$ cat src/rtl/gf180mcu_osu_sc_12t_oai_filt_if.sv
// Bus bundle for the filtered OAI block: enable, OR-group/AND inputs, filtered
// outputs and the busy flag. Signal names match the original flat ports.
interface gf180mcu_osu_sc_12t_oai_filt_if #(
  parameter int unsigned CH = 4,
  parameter int unsigned NA = 3
);
  logic          EN;
  logic [CH*NA-1:0] A;
  logic [CH-1:0] B;
  logic [CH-1:0] Y;
  logic [CH-1:0] YC;
  logic          BUSY;

  modport master (
    output EN,
    output A,
    output B,
    input  Y,
    input  YC,
    input  BUSY
  );

  modport slave (
    input  EN,
    input  A,
    input  B,
    output Y,
    output YC,
    output BUSY
  );
endinterface

$ cat src/rtl/gf180mcu_osu_sc_12t_oai_filt.sv
// Per-channel OAI gate (~(|A_group & B)) followed by a persistence filter:
// Y only follows the raw value after DEPTH consecutive enabled differing samples.
module gf180mcu_osu_sc_12t_oai_filt #(
  parameter int unsigned CH    = 4,
  parameter int unsigned NA    = 3,
  parameter int unsigned DEPTH = 3
) (
  input  logic CLK,
  input  logic R,
  gf180mcu_osu_sc_12t_oai_filt_if.slave bus
);

  localparam int unsigned CW = $clog2(DEPTH + 1);
  localparam logic [CW-1:0] CNT_LAST = CW'(DEPTH - 1);

  typedef enum logic {
    ST_STABLE  = 1'b0,
    ST_PENDING = 1'b1
  } ch_state_t;

  logic [CH-1:0] raw;
  logic [CW-1:0] cnt_q [CH];
  logic [CW-1:0] cnt_d [CH];
  logic [CH-1:0] y_q;
  logic [CH-1:0] y_d;
  logic [CH-1:0] yc_q;
  logic [CH-1:0] yc_d;
  ch_state_t     state [CH];
  logic          busy;

  always_comb begin
    raw = '0;
    for (int unsigned c = 0; c < CH; c++) begin
      raw[c] = ~((|bus.A[c*NA +: NA]) & bus.B[c]);
    end
  end

  // Channel state is purely a view of the counter; no separate state flops.
  always_comb begin
    busy = 1'b0;
    for (int unsigned c = 0; c < CH; c++) begin
      state[c] = (cnt_q[c] != '0) ? ST_PENDING : ST_STABLE;
      busy     = busy | (state[c] == ST_PENDING);
    end
  end

  always_comb begin
    cnt_d = cnt_q;
    y_d   = y_q;
    yc_d  = '0;
    if (bus.EN) begin
      for (int unsigned c = 0; c < CH; c++) begin
        if (raw[c] == y_q[c]) begin
          cnt_d[c] = '0;
        end else if (cnt_q[c] == CNT_LAST) begin
          // Counter never exceeds CNT_LAST, so equality is the commit point.
          y_d[c]   = raw[c];
          yc_d[c]  = 1'b1;
          cnt_d[c] = '0;
        end else begin
          cnt_d[c] = cnt_q[c] + 1'b1;
        end
      end
    end
  end

  always_ff @(posedge CLK or posedge R) begin
    if (R) begin
      y_q  <= '1;
      yc_q <= '0;
      for (int unsigned c = 0; c < CH; c++) begin
        cnt_q[c] <= '0;
      end
    end else begin
      y_q  <= y_d;
      yc_q <= yc_d;
      for (int unsigned c = 0; c < CH; c++) begin
        cnt_q[c] <= cnt_d[c];
      end
    end
  end

  assign bus.Y    = y_q;
  assign bus.YC   = yc_q;
  assign bus.BUSY = busy;

endmodule

$ cat src/flat_wrapper.sv
// flat-port wrapper written by rule: the top's interface ports become plain ports
module gf180mcu_osu_sc_12t_oai_filt_flat 
#(
  parameter int unsigned CH    = 4,
  parameter int unsigned NA    = 3,
  parameter int unsigned DEPTH = 3
)
  (CLK, R, bus_EN, bus_A, bus_B, bus_Y, bus_YC, bus_BUSY);
  gf180mcu_osu_sc_12t_oai_filt_if #(.CH(CH), .NA(NA)) bus_i ();
  input  logic CLK;
  input  logic R;
  input wire logic [$bits(bus_i.EN)-1:0] bus_EN;
  input wire logic [$bits(bus_i.A)-1:0] bus_A;
  input wire logic [$bits(bus_i.B)-1:0] bus_B;
  output wire logic [$bits(bus_i.Y)-1:0] bus_Y;
  output wire logic [$bits(bus_i.YC)-1:0] bus_YC;
  output wire logic [$bits(bus_i.BUSY)-1:0] bus_BUSY;
  assign bus_i.EN = bus_EN;
  assign bus_i.A = bus_A;
  assign bus_i.B = bus_B;
  assign bus_Y = bus_i.Y;
  assign bus_YC = bus_i.YC;
  assign bus_BUSY = bus_i.BUSY;
  gf180mcu_osu_sc_12t_oai_filt #(.CH(CH), .NA(NA), .DEPTH(DEPTH)) u_core (.CLK(CLK), .R(R), .bus(bus_i));
endmodule
$ cat config.mk
export PLATFORM = sky130hd
export DESIGN_NAME = gf180mcu_osu_sc_12t_oai_filt_flat
export DESIGN_NICKNAME = d
export VERILOG_FILES = /design/src/rtl/gf180mcu_osu_sc_12t_oai_filt_if.sv /design/src/rtl/gf180mcu_osu_sc_12t_oai_filt.sv /design/src/flat_wrapper.sv
export SDC_FILE = /design/constraint.sdc
export NUM_CORES = 1
export LEC_CHECK = 0
export BUFFER_PORTS_ARGS = -buffer_cell sky130_fd_sc_hd__buf_2
export CAP_MARGIN = 20
export CORE_UTILIZATION = 49
export DETAILED_ROUTE_END_ITERATION = 10
export HOLD_SLACK_MARGIN = 0.05
export PLACE_DENSITY = 0.8
export SLEW_MARGIN = 10
export SYNTH_ARGS = -nofsm -noshare
export SYNTH_HDL_FRONTEND = slang
export SYNTH_SLANG_ARGS = --single-unit
$ cat constraint.sdc
create_clock -name CLK -period 1.39 [get_ports CLK]
set_input_delay 0.3475 -clock CLK [delete_from_list [all_inputs] [get_ports CLK]]
set_output_delay 0.3475 -clock CLK [all_outputs]
set_load 0.01 [all_outputs]
[Word-level counts from Yosys, hierarchy flattened]
Cells that the tools add are included.
Cells by class
  add/sub/neg operators: 4
  multipliers: 0
  divide/modulo/power cells: 0
  order comparisons: 0
  equal/unequal tests: 8
  shift operators: 0
  mux-type cells: 21
  bitwise operators: 15
  reduce and logical (&&, ||, !) cells: 12
Operators by type and width (count)
  2-to-1 mux 2 bit: 8
  2-to-1 mux 1 bit: 12
  AND reduction 3 bit: 4
  OR reduction 3 bit: 4
  adder 2 x 1 -> 2 bit (second input constant): 4
  equality test 2 bit (second input constant): 4
  NOT 1 bit: 8
  nonzero test 2 bit: 4
  AND 1 bit: 4
  equality test 1 bit: 4
  2-to-1 mux 4 bit: 1
  OR 1 bit: 3
Storage, ports and cells
  bits in registers: 16
  bits in latches: 0
  memory bits (writable): 0
  ROM bits: 0
  input bits: 19
  output and inout port bits: 9
  logic and storage cells: 69
  memories kept: 0

[Logic depth before layout (Yosys ltp)]
  depth in word-level cells: 6
  mapped depth: 4
  gate-level depth less buffers: 3

[Worst setup path after synthesis]
No wires, ideal clock.
  path type: input-to-reg
  start: in bus_A[4]
  end: reg u_core.cnt_q[4] (netlist bit)
  setup time: 0.135 ns
  arrival time: 0.889 ns
  required time: 1.255 ns
  path slack: 0.366 ns
  cell stages on the path: 3
  path buffers: 0
  cells stage by stage: o31ai_2 xnor2_1 o22ai_1
Between the ends
  cells in the longest elaborated chain, start to end: 5
RTL lines
  start, declared: RTL line flat_wrapper.sv:13  | input wire logic [$bits(bus_i.A)-1:0] bus_A;
  OR reduction 3 bit: RTL line gf180mcu_osu_sc_12t_oai_filt.sv:34  | raw[c] = ~((|bus.A[c*NA +: NA]) & bus.B[c]);
  AND 1 bit: RTL line gf180mcu_osu_sc_12t_oai_filt.sv:34
  NOT 1 bit: RTL line gf180mcu_osu_sc_12t_oai_filt.sv:34
  equality test 1 bit: RTL line gf180mcu_osu_sc_12t_oai_filt.sv:53  | if (raw[c] == y_q[c]) begin
  2-to-1 mux 2 bit: RTL line gf180mcu_osu_sc_12t_oai_filt.sv:53
  end signal, assigned by index: RTL line gf180mcu_osu_sc_12t_oai_filt.sv:78  | cnt_q[c] <= cnt_d[c];
  end, declared: RTL line gf180mcu_osu_sc_12t_oai_filt.sv:22  | logic [CW-1:0] cnt_q [CH];
No other way between the ends.
A chain may end at the register's enable or synchronous reset.

[Worst setup path in the final report]
  start: reg u_core.cnt_q[1] (netlist bit)
  end: out bus_BUSY
Between the ends
  cells in the longest elaborated chain, start to end: 3
RTL lines
  nonzero test 2 bit: RTL line gf180mcu_osu_sc_12t_oai_filt.sv:42  | state[c] = (cnt_q[c] != '0) ? ST_PENDING : ST_STABLE;
  2-to-1 mux 1 bit: RTL line gf180mcu_osu_sc_12t_oai_filt.sv:42
  OR 1 bit: RTL line gf180mcu_osu_sc_12t_oai_filt.sv:43  | busy = busy | (state[c] == ST_PENDING);
  end, declared: RTL line flat_wrapper.sv:17  | output wire logic [$bits(bus_i.BUSY)-1:0] bus_BUSY;
No other way between the ends.

==> impl_metrics.xml <==
<?xml version="1.0" encoding="UTF-8"?>
<metrics>
  <group name="sta">
    <metric name="timing.max_slew.rel_slack" unit="%">81.69</metric>
    <metric name="grt_setup_unrepaired" unit="">true</metric>
    <metric name="worst-slew-pin-transition" unit="ps">274.6</metric>
    <metric name="finalWorstPathRequiredPeriod" unit="ps">1428</metric>
    <metric name="highest_clock_rate" unit="MHz">700.2</metric>
    <metric name="final-max-slew-violation-count" unit="">0</metric>
    <metric name="setup_tns" unit="ps">-38.14</metric>
    <metric name="postLayoutSetupSlackWorst" unit="ps">-38.14</metric>
    <metric name="timing.final.crit_share" unit="%">102.7</metric>
    <metric name="finalSetupViolCount" unit="">1</metric>
    <metric name="holdWs" unit="ps">49.98</metric>
    <metric name="final.setup_skew" unit="ps">0.3086</metric>
    <metric name="timing_hold_violations_final" unit="">0</metric>
  </group>
  <group name="critical_path">
    <metric name="cp.depth" unit="">3</metric>
    <metric name="path_cells" unit="">nor2_2 &gt; nand4_1 &gt; buf_2</metric>
    <metric name="worst-setup-path-type" unit="">register to primary output</metric>
    <metric name="timing.critical_path.arrival" unit="ps">1080</metric>
    <metric name="critical-path-slowest-cell" unit="">dfrtp_1</metric>
    <metric name="crit_family" unit="">flip-flops</metric>
    <metric name="worstSetupEndpointType" unit="">primary output</metric>
    <metric name="critPathRequiredTime" unit="ps">1040</metric>
    <metric name="cp_num_buf_inv" unit="">1</metric>
    <metric name="critPathLaunchType" unit="">register</metric>
    <metric name="timing.critical_path.fanout_max" unit="">2</metric>
    <metric name="worstRegToRegCells" unit="">4</metric>
    <metric name="crit_path_max_incr_delay" unit="ps">410</metric>
  </group>
  <group name="floorplanning">
    <metric name="initial_utilization" unit="%">54.22</metric>
    <metric name="row_count" unit="">13</metric>
    <metric name="die_area" unit="um^2">1633</metric>
    <metric name="die_width" unit="um">40.42</metric>
    <metric name="core_area" unit="um^2">1334</metric>
    <metric name="io-pin-count" unit="">28</metric>
    <metric name="chipHeight" unit="um">40.42</metric>
  </group>
  <group name="cts">
    <metric name="cts_sinks" unit="">16</metric>
    <metric name="clockRootBuffer" unit="">clkbuf_4</metric>
    <metric name="clk_path_buf_depth" unit="">2</metric>
    <metric name="clk_transition_reported_paths" unit="ps">90</metric>
    <metric name="cts-buffers-inserted" unit="">3</metric>
    <metric name="ctsHtreeMaxLevel" unit="">1</metric>
    <metric name="insertion_delay" unit="ps">280</metric>
    <metric name="tritoncts" unit="">done</metric>
  </group>
  <group name="place">
    <metric name="post-place-ws" unit="ps">191.4</metric>
    <metric name="replace_congestion" unit="">0.7290</metric>
    <metric name="dp_hpwl" unit="um">911.9</metric>
    <metric name="io_buffer_count" unit="">27</metric>
  </group>
  <group name="global_route">
    <metric name="initial_antenna_violation_count" unit="">0</metric>
    <metric name="grt_max_degree" unit="">18</metric>
    <metric name="global_route.usage.total" unit="%">19.42</metric>
    <metric name="grt_pass1_wl" unit="um">2014</metric>
    <metric name="number_of_global_route_vias_before_repair" unit="">534</metric>
    <metric name="globalRouteOverflowTotal" unit="">0</metric>
  </group>
  <group name="synthesis">
    <metric name="synth_cell_type_count" unit="">13</metric>
    <metric name="synth_cells" unit="">68</metric>
    <metric name="mappedNetlistArea" unit="um^2">723.2</metric>
    <metric name="number_of_nets_in_the_synthesized_netlist" unit="">87</metric>
    <metric name="post_synth.cell_area_avg" unit="um^2">10.64</metric>
    <metric name="postSynthRegisterBits" unit="">16</metric>
    <metric name="portion_of_the_post_synthesis_area_used_by_sequential_elements" unit="%">56.06</metric>
    <metric name="yosysWarnings" unit="">0</metric>
  </group>
  <group name="pwr">
    <metric name="design_power_total" unit="W">0.001770</metric>
    <metric name="worst_ir_drop_vdd" unit="mV">0.9580</metric>
    <metric name="power-per-cell-area" unit="nW/um^2">1849</metric>
    <metric name="leakage" unit="nW">0.4734</metric>
  </group>
  <group name="routing">
    <metric name="initialDrtViolationCount" unit="">6</metric>
    <metric name="post-route-drc-count" unit="">0</metric>
    <metric name="vias_per_cell" unit="">5.261</metric>
    <metric name="via_count" unit="">626</metric>
    <metric name="detail_route.first_pass.iterations" unit="">4</metric>
    <metric name="wl_per_cell" unit="um">11.61</metric>
    <metric name="drtAntennaViolNets" unit="">0</metric>
    <metric name="routed_wl" unit="um">1381</metric>
  </group>
  <group name="outcome">
    <metric name="violations" unit="">negative setup slack</metric>
    <metric name="outcome" unit="">complete, but fails checks</metric>
  </group>
  <group name="layout">
    <metric name="layout.cells.most_common" unit="">buf_2</metric>
    <metric name="final_nets" unit="">125</metric>
    <metric name="flow.area_growth_from_synthesis" unit="%">32.35</metric>
    <metric name="final_layout_size_suffix_gt1_share" unit="%">48.08</metric>
    <metric name="layout.cells.most_common_list" unit="">buf_2, dfrtp_1, inv_1</metric>
    <metric name="antenna_cells" unit="">0</metric>
    <metric name="end_of_flow_core_utilization" unit="%">71.76</metric>
    <metric name="count_of_fill_cells_added_during_filler_insertion" unit="">110</metric>
  </group>
  <group name="job">
    <metric name="drv.max_cap_violation_count" unit="">0</metric>
  </group>
  <group name="min_path">
    <metric name="min-delay-path-class" unit="">input pin to async pin</metric>
  </group>
</metrics>
## registers in the layout, summed over array words and instances, names as in the netlist
signal         cells
u_core.bus.Y       4
u_core.bus.YC      4
u_core.cnt_q       8
## final timing paths
check                                start  slack [ps]              end
hold reg to reg            u_core.cnt_q[5]         590  u_core.cnt_q[4]
min in group CLK                  bus_B[1]         380  u_core.bus.Y[1]
max in group asynchronous                R        1090  u_core.bus.Y[0]
setup / recovery           u_core.cnt_q[1]         -40         bus_BUSY
setup reg to reg           u_core.cnt_q[6]         280  u_core.bus.Y[0]
hold / removal                           R          50  u_core.cnt_q[3]
## timing repair
action | 4_1_cts | 5_1_grt
buffers inserted | 5 | 1
resized for setup | 3 | 1
pin swaps | 2 | 0
hold buffers | 0 | 0
endpoints found under the setup margin | 1 | 1
## synth_stat cells (all sizes together)
| master | count | area (um^2) |
|---|---|---|
| o31ai | 4 | 50.05 |
| inv | 9 | 33.78 |
| o22ai | 8 | 50.05 |
| dfstp | 4 | 105.1 |
| nand2 | 4 | 15.01 |
| nand4 | 1 | 6.260 |
| buf | 2 | 12.51 |
| xnor2 | 4 | 35.03 |
| dfrtp | 12 | 300.3 |
| nor2 | 8 | 30.03 |
| mux2 | 4 | 45.04 |
| nand3 | 8 | 40.04 |
## worst reg2reg max path: stages, from the launching register on
cell	delay [ps]
dfrtp_1	410
buf_4	150
inv_1	60
nand3_1	100
mux2_1	330
## cells by family after synthesis
family	count (synthesis)	share of synthesized area [%]
mux	4	6.228
buf+inv	11	6.401
xor+xnor	4	4.844
simple gates	21	12.63
flops	16	56.06
compound gates	12	13.84
## stage by stage
step	cells	area (um^2)
2_1_floorplan	68	723.2
3_3_place_gp	110	879.6
3_5_place_dp	110	879.6
4_1_cts	118	947.2
5_1_grt	119	957.2
6_report	119	957.2
## report_power, final
| part | internal [W] | total, W | switching (W) | leakage, nW |
|---|---|---|---|---|
| Sequential | 0.000674 | 0.000811 | 0.000138 | 0.202 |
| Clock | 0.000101 | 0.000239 | 0.000139 | 0.0138 |
| Combinational | 0.000366 | 0.000719 | 0.000354 | 0.257 |
## routing by layer
metal | up-vias | global-route usage (%) | share of wire (%) | wire length [um]
li1 | 308 | - | - | -
met1 | 292 | 21.11 | 42 | 580
met2 | 24 | 32.94 | 52 | 719
met3 | 2 | 3.333 | 5.0 | 69
met4 | 0 | 15.00 | 0.87 | 12
met5 | - | 0 | 0 | 0
## area by class of cell
| type | instances | area [um^2] | share of cell area [%] |
|---|---|---|---|
| Inverter | 9 | 33.78 | 3.529 |
| Tap cell | 15 | 18.77 | 1.961 |
| Clock buffer | 3 | 22.52 | 2.353 |
| Multi-Input combinational cell | 41 | 281.5 | 29.41 |
| Timing Repair Buffer | 35 | 195.2 | 20.39 |
| Sequential cell | 16 | 405.4 | 42.35 |
(Power assumes the default switching activity.)
